===== src/rtl/align_pipe.sv =====
// Two-stage floating-point operand alignment: S1 orders the operands by magnitude,
// S2 right-shifts the smaller mantissa by the exponent gap with sticky folding.
module align_pipe #(
    parameter int EXP_W = 8,
    parameter int MAN_W = 28
) (
    input  logic                   clk,
    input  logic                   rst_n,
    input  logic                   in_valid,
    output logic                   in_ready,
    input  logic [EXP_W+MAN_W:0]   num_a,
    input  logic [EXP_W+MAN_W:0]   num_b,
    input  logic                   flush,
    output logic                   out_valid,
    input  logic                   out_ready,
    output logic                   swap,
    output logic                   s_max,
    output logic                   s_min,
    output logic                   eff_sub,
    output logic [EXP_W-1:0]       e_max,
    output logic [MAN_W-1:0]       m_max,
    output logic [MAN_W-1:0]       m_align
);
    localparam int SH_W = $clog2(MAN_W + 1);
    localparam logic [SH_W-1:0] SH_MAX = SH_W'(MAN_W);

    function automatic logic [SH_W-1:0] clamp_shift(input logic [EXP_W-1:0] diff);
        if (32'(diff) >= 32'(MAN_W))
            return SH_MAX;
        return SH_W'(diff);
    endfunction

    // Bits pushed off the bottom collapse into bit 0 so rounding still sees them.
    function automatic logic [MAN_W-1:0] sticky_shift(input logic [MAN_W-1:0] m,
                                                      input logic [SH_W-1:0]  sh);
        logic [MAN_W-1:0] mask;
        logic [MAN_W-1:0] r;
        if (sh >= SH_MAX)
            return {{(MAN_W-1){1'b0}}, |m};
        mask = ~({MAN_W{1'b1}} << sh);
        r    = m >> sh;
        r[0] = r[0] | (|(m & mask));
        return r;
    endfunction

    logic                 sa, sb;
    logic [EXP_W-1:0]     ea, eb;
    logic [MAN_W-1:0]     ma, mb;
    logic                 swap_c;
    logic [EXP_W-1:0]     diff_c;

    assign sa = num_a[EXP_W+MAN_W];
    assign sb = num_b[EXP_W+MAN_W];
    assign ea = num_a[EXP_W+MAN_W-1:MAN_W];
    assign eb = num_b[EXP_W+MAN_W-1:MAN_W];
    assign ma = num_a[MAN_W-1:0];
    assign mb = num_b[MAN_W-1:0];

    assign swap_c = !((ea > eb) || ((ea == eb) && (ma >= mb)));
    assign diff_c = swap_c ? (eb - ea) : (ea - eb);

    logic                 vld_p1, vld_p2;
    logic                 swap_p1, s_max_p1, s_min_p1, eff_sub_p1;
    logic [EXP_W-1:0]     e_max_p1;
    logic [MAN_W-1:0]     m_max_p1, m_min_p1;
    logic [SH_W-1:0]      sh_p1;
    logic                 swap_p2, s_max_p2, s_min_p2, eff_sub_p2;
    logic [EXP_W-1:0]     e_max_p2;
    logic [MAN_W-1:0]     m_max_p2, m_align_p2;

    logic s2_free, s1_adv, accept;

    assign s2_free  = !vld_p2 || out_ready;
    assign s1_adv   = vld_p1 && s2_free;
    assign in_ready = !flush && (!vld_p1 || s2_free);
    assign accept   = in_valid && in_ready;

    always_ff @(posedge clk or negedge rst_n) begin
        if (!rst_n) begin
            vld_p1 <= 1'b0;
            vld_p2 <= 1'b0;
        end else if (flush) begin
            vld_p1 <= 1'b0;
            vld_p2 <= 1'b0;
        end else begin
            if (!vld_p1 || s2_free)
                vld_p1 <= in_valid;
            if (s2_free)
                vld_p2 <= vld_p1;
        end
    end

    // S1: magnitude compare and clamped exponent gap
    always_ff @(posedge clk or negedge rst_n) begin
        if (!rst_n) begin
            swap_p1    <= 1'b0;
            s_max_p1   <= 1'b0;
            s_min_p1   <= 1'b0;
            eff_sub_p1 <= 1'b0;
            e_max_p1   <= '0;
            m_max_p1   <= '0;
            m_min_p1   <= '0;
            sh_p1      <= '0;
        end else if (accept) begin
            swap_p1    <= swap_c;
            s_max_p1   <= swap_c ? sb : sa;
            s_min_p1   <= swap_c ? sa : sb;
            eff_sub_p1 <= sa ^ sb;
            e_max_p1   <= swap_c ? eb : ea;
            m_max_p1   <= swap_c ? mb : ma;
            m_min_p1   <= swap_c ? ma : mb;
            sh_p1      <= clamp_shift(diff_c);
        end
    end

    // S2: alignment shift
    always_ff @(posedge clk or negedge rst_n) begin
        if (!rst_n) begin
            swap_p2    <= 1'b0;
            s_max_p2   <= 1'b0;
            s_min_p2   <= 1'b0;
            eff_sub_p2 <= 1'b0;
            e_max_p2   <= '0;
            m_max_p2   <= '0;
            m_align_p2 <= '0;
        end else if (s1_adv) begin
            swap_p2    <= swap_p1;
            s_max_p2   <= s_max_p1;
            s_min_p2   <= s_min_p1;
            eff_sub_p2 <= eff_sub_p1;
            e_max_p2   <= e_max_p1;
            m_max_p2   <= m_max_p1;
            m_align_p2 <= sticky_shift(m_min_p1, sh_p1);
        end
    end

    assign out_valid = vld_p2;
    assign swap      = swap_p2;
    assign s_max     = s_max_p2;
    assign s_min     = s_min_p2;
    assign eff_sub   = eff_sub_p2;
    assign e_max     = e_max_p2;
    assign m_max     = m_max_p2;
    assign m_align   = m_align_p2;
endmodule

===== config.mk =====
export PLATFORM = sky130hd
export DESIGN_NAME = align_pipe
export DESIGN_NICKNAME = d
export VERILOG_FILES = /design/src/rtl/align_pipe.sv
export SDC_FILE = /design/constraint.sdc
export NUM_CORES = 1
export LEC_CHECK = 0
export ABC_AREA = 1
export BUFFER_PORTS_ARGS = -buffer_cell sky130_fd_sc_hd__clkbuf_2
export CAP_MARGIN = 20
export CORE_MARGIN = 2
export CORE_UTILIZATION = 57
export DETAILED_ROUTE_END_ITERATION = 7
export PLACE_DENSITY = 0.81
export SLEW_MARGIN = 20
export SYNTH_ARGS = -nofsm -noshare
export SYNTH_HDL_FRONTEND = slang
export SYNTH_SLANG_ARGS = --single-unit
export TNS_END_PERCENT = 100

===== constraint.sdc =====
create_clock -name clk -period 2.6 [get_ports clk]
set_clock_uncertainty 0.2 [all_clocks]
set_input_delay 0.65 -clock clk [delete_from_list [all_inputs] [get_ports clk]]
set_output_delay 0.65 -clock clk [all_outputs]
set_load 0.05 [all_outputs]

; ---- Yosys cells after proc, flatten, opt, wreduce, memory -nomap -nowiden
; Index checks and enable logic that the tools add are counted.
[totals]
reg_bits = 143
input_bits = 79
output_inout_bits = 70
word_cells = 63
[classes]
addsub = 2
order_cmp = 4
n_eq_ne = 1
shifts = 2
muxes = 18
bitwise = 4
n_reduce_logical = 15
[ops]
columns = operator, count
row1 = 28-bit 2-to-1 mux, 4
row2 = 28-bit OR reduction, 2
row3 = 28-bit AND, 1
row4 = 28-bit greater-or-equal comparator, 1
row5 = 28-bit inverter, 1
row6 = 28-bit by 5-bit << shifter with 28-bit output (first input constant), 1
row7 = 28-bit by 5-bit >> shifter with 28-bit output, 1
row8 = 8-bit 2-to-1 mux, 2
row9 = 8-bit subtractor, 2
row10 = 1-bit 2-to-1 mux, 10
row11 = 5-bit 2-to-1 mux, 2
row12 = 8-bit == test, 1
row13 = 8-bit by 5-bit greater-or-equal comparator with 1-bit output (second input constant), 1
row14 = 8-bit greater-than comparator, 1
row15 = 5-bit greater-or-equal comparator (second input constant), 1
row16 = 1-bit logical AND, 4
row17 = 1-bit logical NOT, 4
row18 = 2-bit nonzero test, 2
row19 = 1-bit logical OR, 3
row20 = 1-bit bitwise OR, 1
row21 = 1-bit bitwise XOR, 1

; ---- Depth between registers and ports, before layout
[depth]
ltp_word = 8
mapped_depth = 18
mapped_depth_nobuf = 17

; ---- Least setup slack after synthesis
; OpenSTA, ideal clock, no wires.
[synth_path]
path_kind = in2reg
startpoint = input port num_a[28]
endpoint = register e_max_p1[0]
setup_time_ps = 133
t_arrival_ps = 2220
t_required_ps = 2267
setup_slack_ps = 47
cell_stages = 13
path_buffers = 2
path_cell_list = inv_1 > ha_1 > fa_1 > inv_1 > nand3_1 > nand3_1 > nand3_1 > nand3_2 > nand2_2 > buf_6 > buf_6 > nor2_1 > o22ai_1
[synth_between]
elab_chain_cells = 4
elab_cells_between_ends = 5
classes_between = order compare: 1 / eq/ne: 1 / mux: 1 / reduce/logical: 2
[synth_lines]
columns = element, line_no
row1 = "start, declared", 11  ; input logic [EXP_W+MAN_W:0] num_a,
row2 = "parallel branches: the longest is 3 deep, another holds 8-bit greater-than comparator", --
row3 = 8-bit 2-to-1 mux (*), 109  ; e_max_p1 <= swap_c ? eb : ea;
row4 = "end signal, assigned", 109
row5 = "end, declared", 64  ; logic [EXP_W-1:0] e_max_p1;
; Every way passes the cells marked *.
; A chain may end at the register's enable or synchronous reset.

; ---- Final worst setup path
[layout_path]
startpoint = input port num_b[27]
endpoint = register m_min_p1[1]
[layout_between]
elab_chain_cells = 4
[layout_lines]
columns = element, line_no
row1 = "start, declared", 12  ; input logic [EXP_W+MAN_W:0] num_b,
row2 = 28-bit greater-or-equal comparator, 59  ; assign swap_c = !((ea > eb) || ((ea == eb) && (ma >= mb)));
row3 = 1-bit logical AND, 59
row4 = 1-bit logical OR, 59
row5 = 28-bit 2-to-1 mux, 111  ; m_min_p1 <= swap_c ? ma : mb;
row6 = "end signal, assigned", 111
row7 = "end, declared", 65  ; logic [MAN_W-1:0] m_max_p1, m_min_p1;
; No other way between the ends.

==> impl_metrics.ini <==
[floorplan]
die_h_um = 129
core_area_sq_um = 15300
start_util_pct = 58.4
rows = 45
io_pins = 149
fp.dieW_um = 129
die_area_sq_um = 16600

[clock_tree]
path_clk_slew_ps = 70
htree_levels = 4
cts_root_buf = clkbuf_16
numCtsBuffers = 17
clockBufferDepth = 2
cts_tree = done
cts.sinks = 143
clock_latency_ps = 430

[power]
seqPwrFrac_pct = 33.6
pwr_density_cell_nw_per_um2 = 753
pwr-share-clk_pct = 28.3
leakage_nw = 6.00
p_comb_share_pct = 38.1
switching_share_pct = 41.2
total_power_mw = 8.51
peakVddDrop_uv = 650
intPower_mw = 5.00
power.switching_mw = 3.50

[routing]
vias_per_cell = 5.53
vias = 9309
drt-initial-drc-count = 820
wl_per_cell_um = 15.5
drc_errors = 0
drt_first_pass_iters = 8
wl_um = 26000
final_antenna_net_count = 0

[placement]
place_hpwl_um = 19700
placement.io_buffers = 148
dp_slack_ps = -298
dp_cells = 1649
place.gp.congestion = 0.954

[synthesis]
synth_common_cells = 309 x nand2_1, 193 x o21ai_0, 159 x inv_1, 143 x dfrtp_1, 105 x nor2_1
synth_top_flop_cell = dfrtp_1
synth_compound_area_share_pct = 19.3
ys_ff_latch = 143
yosysTopAreaCellShare_pct = 40.2
synth_edf_count = 0
synth_fa_ha_area_share_pct = 6.49
yosysMostFrequentCell = nand2_1
netlist_area_sq_um = 8900
synth_mux_area_share_pct = 1.24
synth_area_per_cell_sq_um = 7.26
synth.net_count = 1350
yosysTopAreaCell = dfrtp_1
yosys-top-cells-area = dfrtp_1 40%, nand2_1 13%, o21ai_0 11%
yosysWarnings = 0
yosys.cell_types.count = 42
synth_seq_area_share_pct = 40.2
yosys.area_share.simple_pct = 21.5
async_flop_share_pct = 100
synth_xor_area_share_pct = 0.787
synth_top_family_by_area = simple AND/OR/NAND/NOR gates
netlist_instances = 1226

[critical_path]
critPathKind = in2reg
crit_fanout = 33
required_ps = 2750
path_delay_family = simple AND/OR/NAND/NOR gates
start_kind = primary input
cpPeakStageDelay_ps = 300
cpMostUsedCell = nand2_1
cp.buffers_inverters = 4
path_cells = clkbuf_2 > inv_1 > ha_1 > nand2_1 > nor2_2 > nand2_2 > nor2_2 > nand2_1 > nand2_1 > nor2_1 > nand2_1 > nand2_2 > inv_4 > buf_12 > o21ai_0 > o21ai_0
critPathSlowestCell = ha_1
cp.arrival_ps = 2640
critPathCaptureType = flip-flop

[min_path]
hold_path.class = in2reg

[sta]
min_period_ps = 2490
slew_headroom_pct = 60.1
final-hold-violation-count = 0
fin_ws_ps = 107
finalSetupViolCount = 0
fmax_ghz = 0.401
period_share_pct = 95.9
drv_slew = 0
worst_pin_slew_ps = 598
fin_hold_ws_ps = 212

[grt]
grt_max_degree = 68
grt_use_total_pct = 32.4
overflow = 0
grt_pass1_wl_um = 42600
antenna_found_initial = 0
grt_pass1_vias = 8928

[cells_and_area]
finalNonFillerCells = 1682
area.growth.synth_to_final_pct = 26.9
layout.nets = 1582
drive_gt1_share_pct = 22.3
diodes = 0

[flow_run]
max_cap_viol_count = 0

[status]
status = completed
==> layout make-up <==
type	count	area (sq um)
Sequential cell	143	3580
Tap cell	211	264
Multi-Input combinational cell	855	4430
Clock buffer	19	453
Inverter	164	618
Timing Repair Buffer	277	1820
Clock inverter	13	126
Fill cell	1223	3960
==> path summary, 6_finish.rpt <==
| path | start | endpoint | slack (ps) | cells after the start |
|---|---|---|---|---|
| min in group asynchronous | rst_n | m_max_p1[19] | 530 | 2 |
| hold reg to reg | m_align[11] | m_align[11] | 280 | 2 |
| setup reg to reg | sh_p1[0] | m_align[8] | 330 | 10 |
| setup / recovery | num_b[27] | m_min_p1[1] | 110 | 16 |
| hold / removal | flush | vld_p1 | 210 | 2 |
| max in group asynchronous | rst_n | m_max_p1[5] | 1090 | 3 |
==> sequential cells by signal, indices dropped and copies added, names as in the netlist, 5 cells and up <==
| register | cells |
|---|---|
| e_max_p1 | 8 |
| e_max | 8 |
| m_min_p1 | 28 |
| m_align | 28 |
| m_max_p1 | 28 |
| sh_p1 | 5 |
| m_max | 28 |
==> power groups by stage <==
stage	logic (mW)	registers (mW)	clock network (mW)
after global placement	3.13	2.87	0
after floorplan	1.45	3.53	0
after global routing	3.54	2.90	2.52
after CTS	3.20	2.86	2.41
final	3.24	2.86	2.41
after detailed placement	3.18	2.89	0
==> worst register-to-register path, stage by stage (launching register included) <==
cell      delay, ps
dfrtp_1         390
buf_12          170
buf_4           200
o21ai_0         310
mux2i_1         160
o21ai_0         240
nand2_1          70
o311ai_0        160
buf_4           200
nand2_1          40
nand2_1          60
==> layer usage <==
layer | wire length [um] | GRT usage, %
met1 | 10800 | 41.6
met2 | 12700 | 53.9
met3 | 1500 | 5.32
met4 | 947 | 15.3
met5 | 0 | 0
==> timing repair <==
| action | 4_1_cts | 5_1_grt |
|---|---|---|
| gates resized for setup | 0 | 11 |
| hold buffers | 1 | 0 |
| setup buffers | 0 | 0 |
| endpoints found under the setup margin | 0 | 54 |
| hold endpoints to repair | 41 | 0 |
==> cell usage in the layout, fill, tap and decap left out, drive strengths merged <==
cell         netlist  layout
nor3               1       1
ha                43      43
o2111a             1       1
a32o               2       2
dfrtp            143     143
o21ai            195     195
a221oi             1       1
o21a               2       2
o31ai              2       2
o22ai             62      62
nand3             41      41
clkbuf            35     166
nand3b             1       1
nor3b              3       3
fa                 2       2
o2111ai            1       1
mux2i             11      11
or2                2       2
xnor2              3       3
a21oi             34      34
a21o               1       1
a22o               4       4
clkinv             2       6
nor2             106     106
dlygate4sd3        0       1
nand4              7       7
nand2            312     312
nor4               5       5
xor2               5       5
inv              162     167
o221ai             2       2
o311ai             4       4
o211ai             1       1
bufinv             0       1
clkinvlp           0       3
a31oi              1       1
buf               29     129
==> per-stage QoR <==
step                setup TNS [ps]  utilization (%)  instance area, sq um
finish                           0             74.0                 11300
global route                  -445             74.0                 11300
CTS                              0             73.8                 11300
detailed placement          -15110             69.9                 10700
global placement            -11620             69.9                 10700
floorplan                        0                -                  8900
==> cells by family (layout without fill, tap and decap cells) <==
kind of cell             count (synthesis)  in the layout
adder cells (fa/ha/maj)                 45             45
AND/OR/NAND/NOR                        478            478
AO/OA/AOI/OAI                          313            313
multiplexers                            11             11
XOR/XNOR                                 8              8
buffers and inverters                  228            473
flip-flops                             143            143
(Power assumes the default switching activity.)
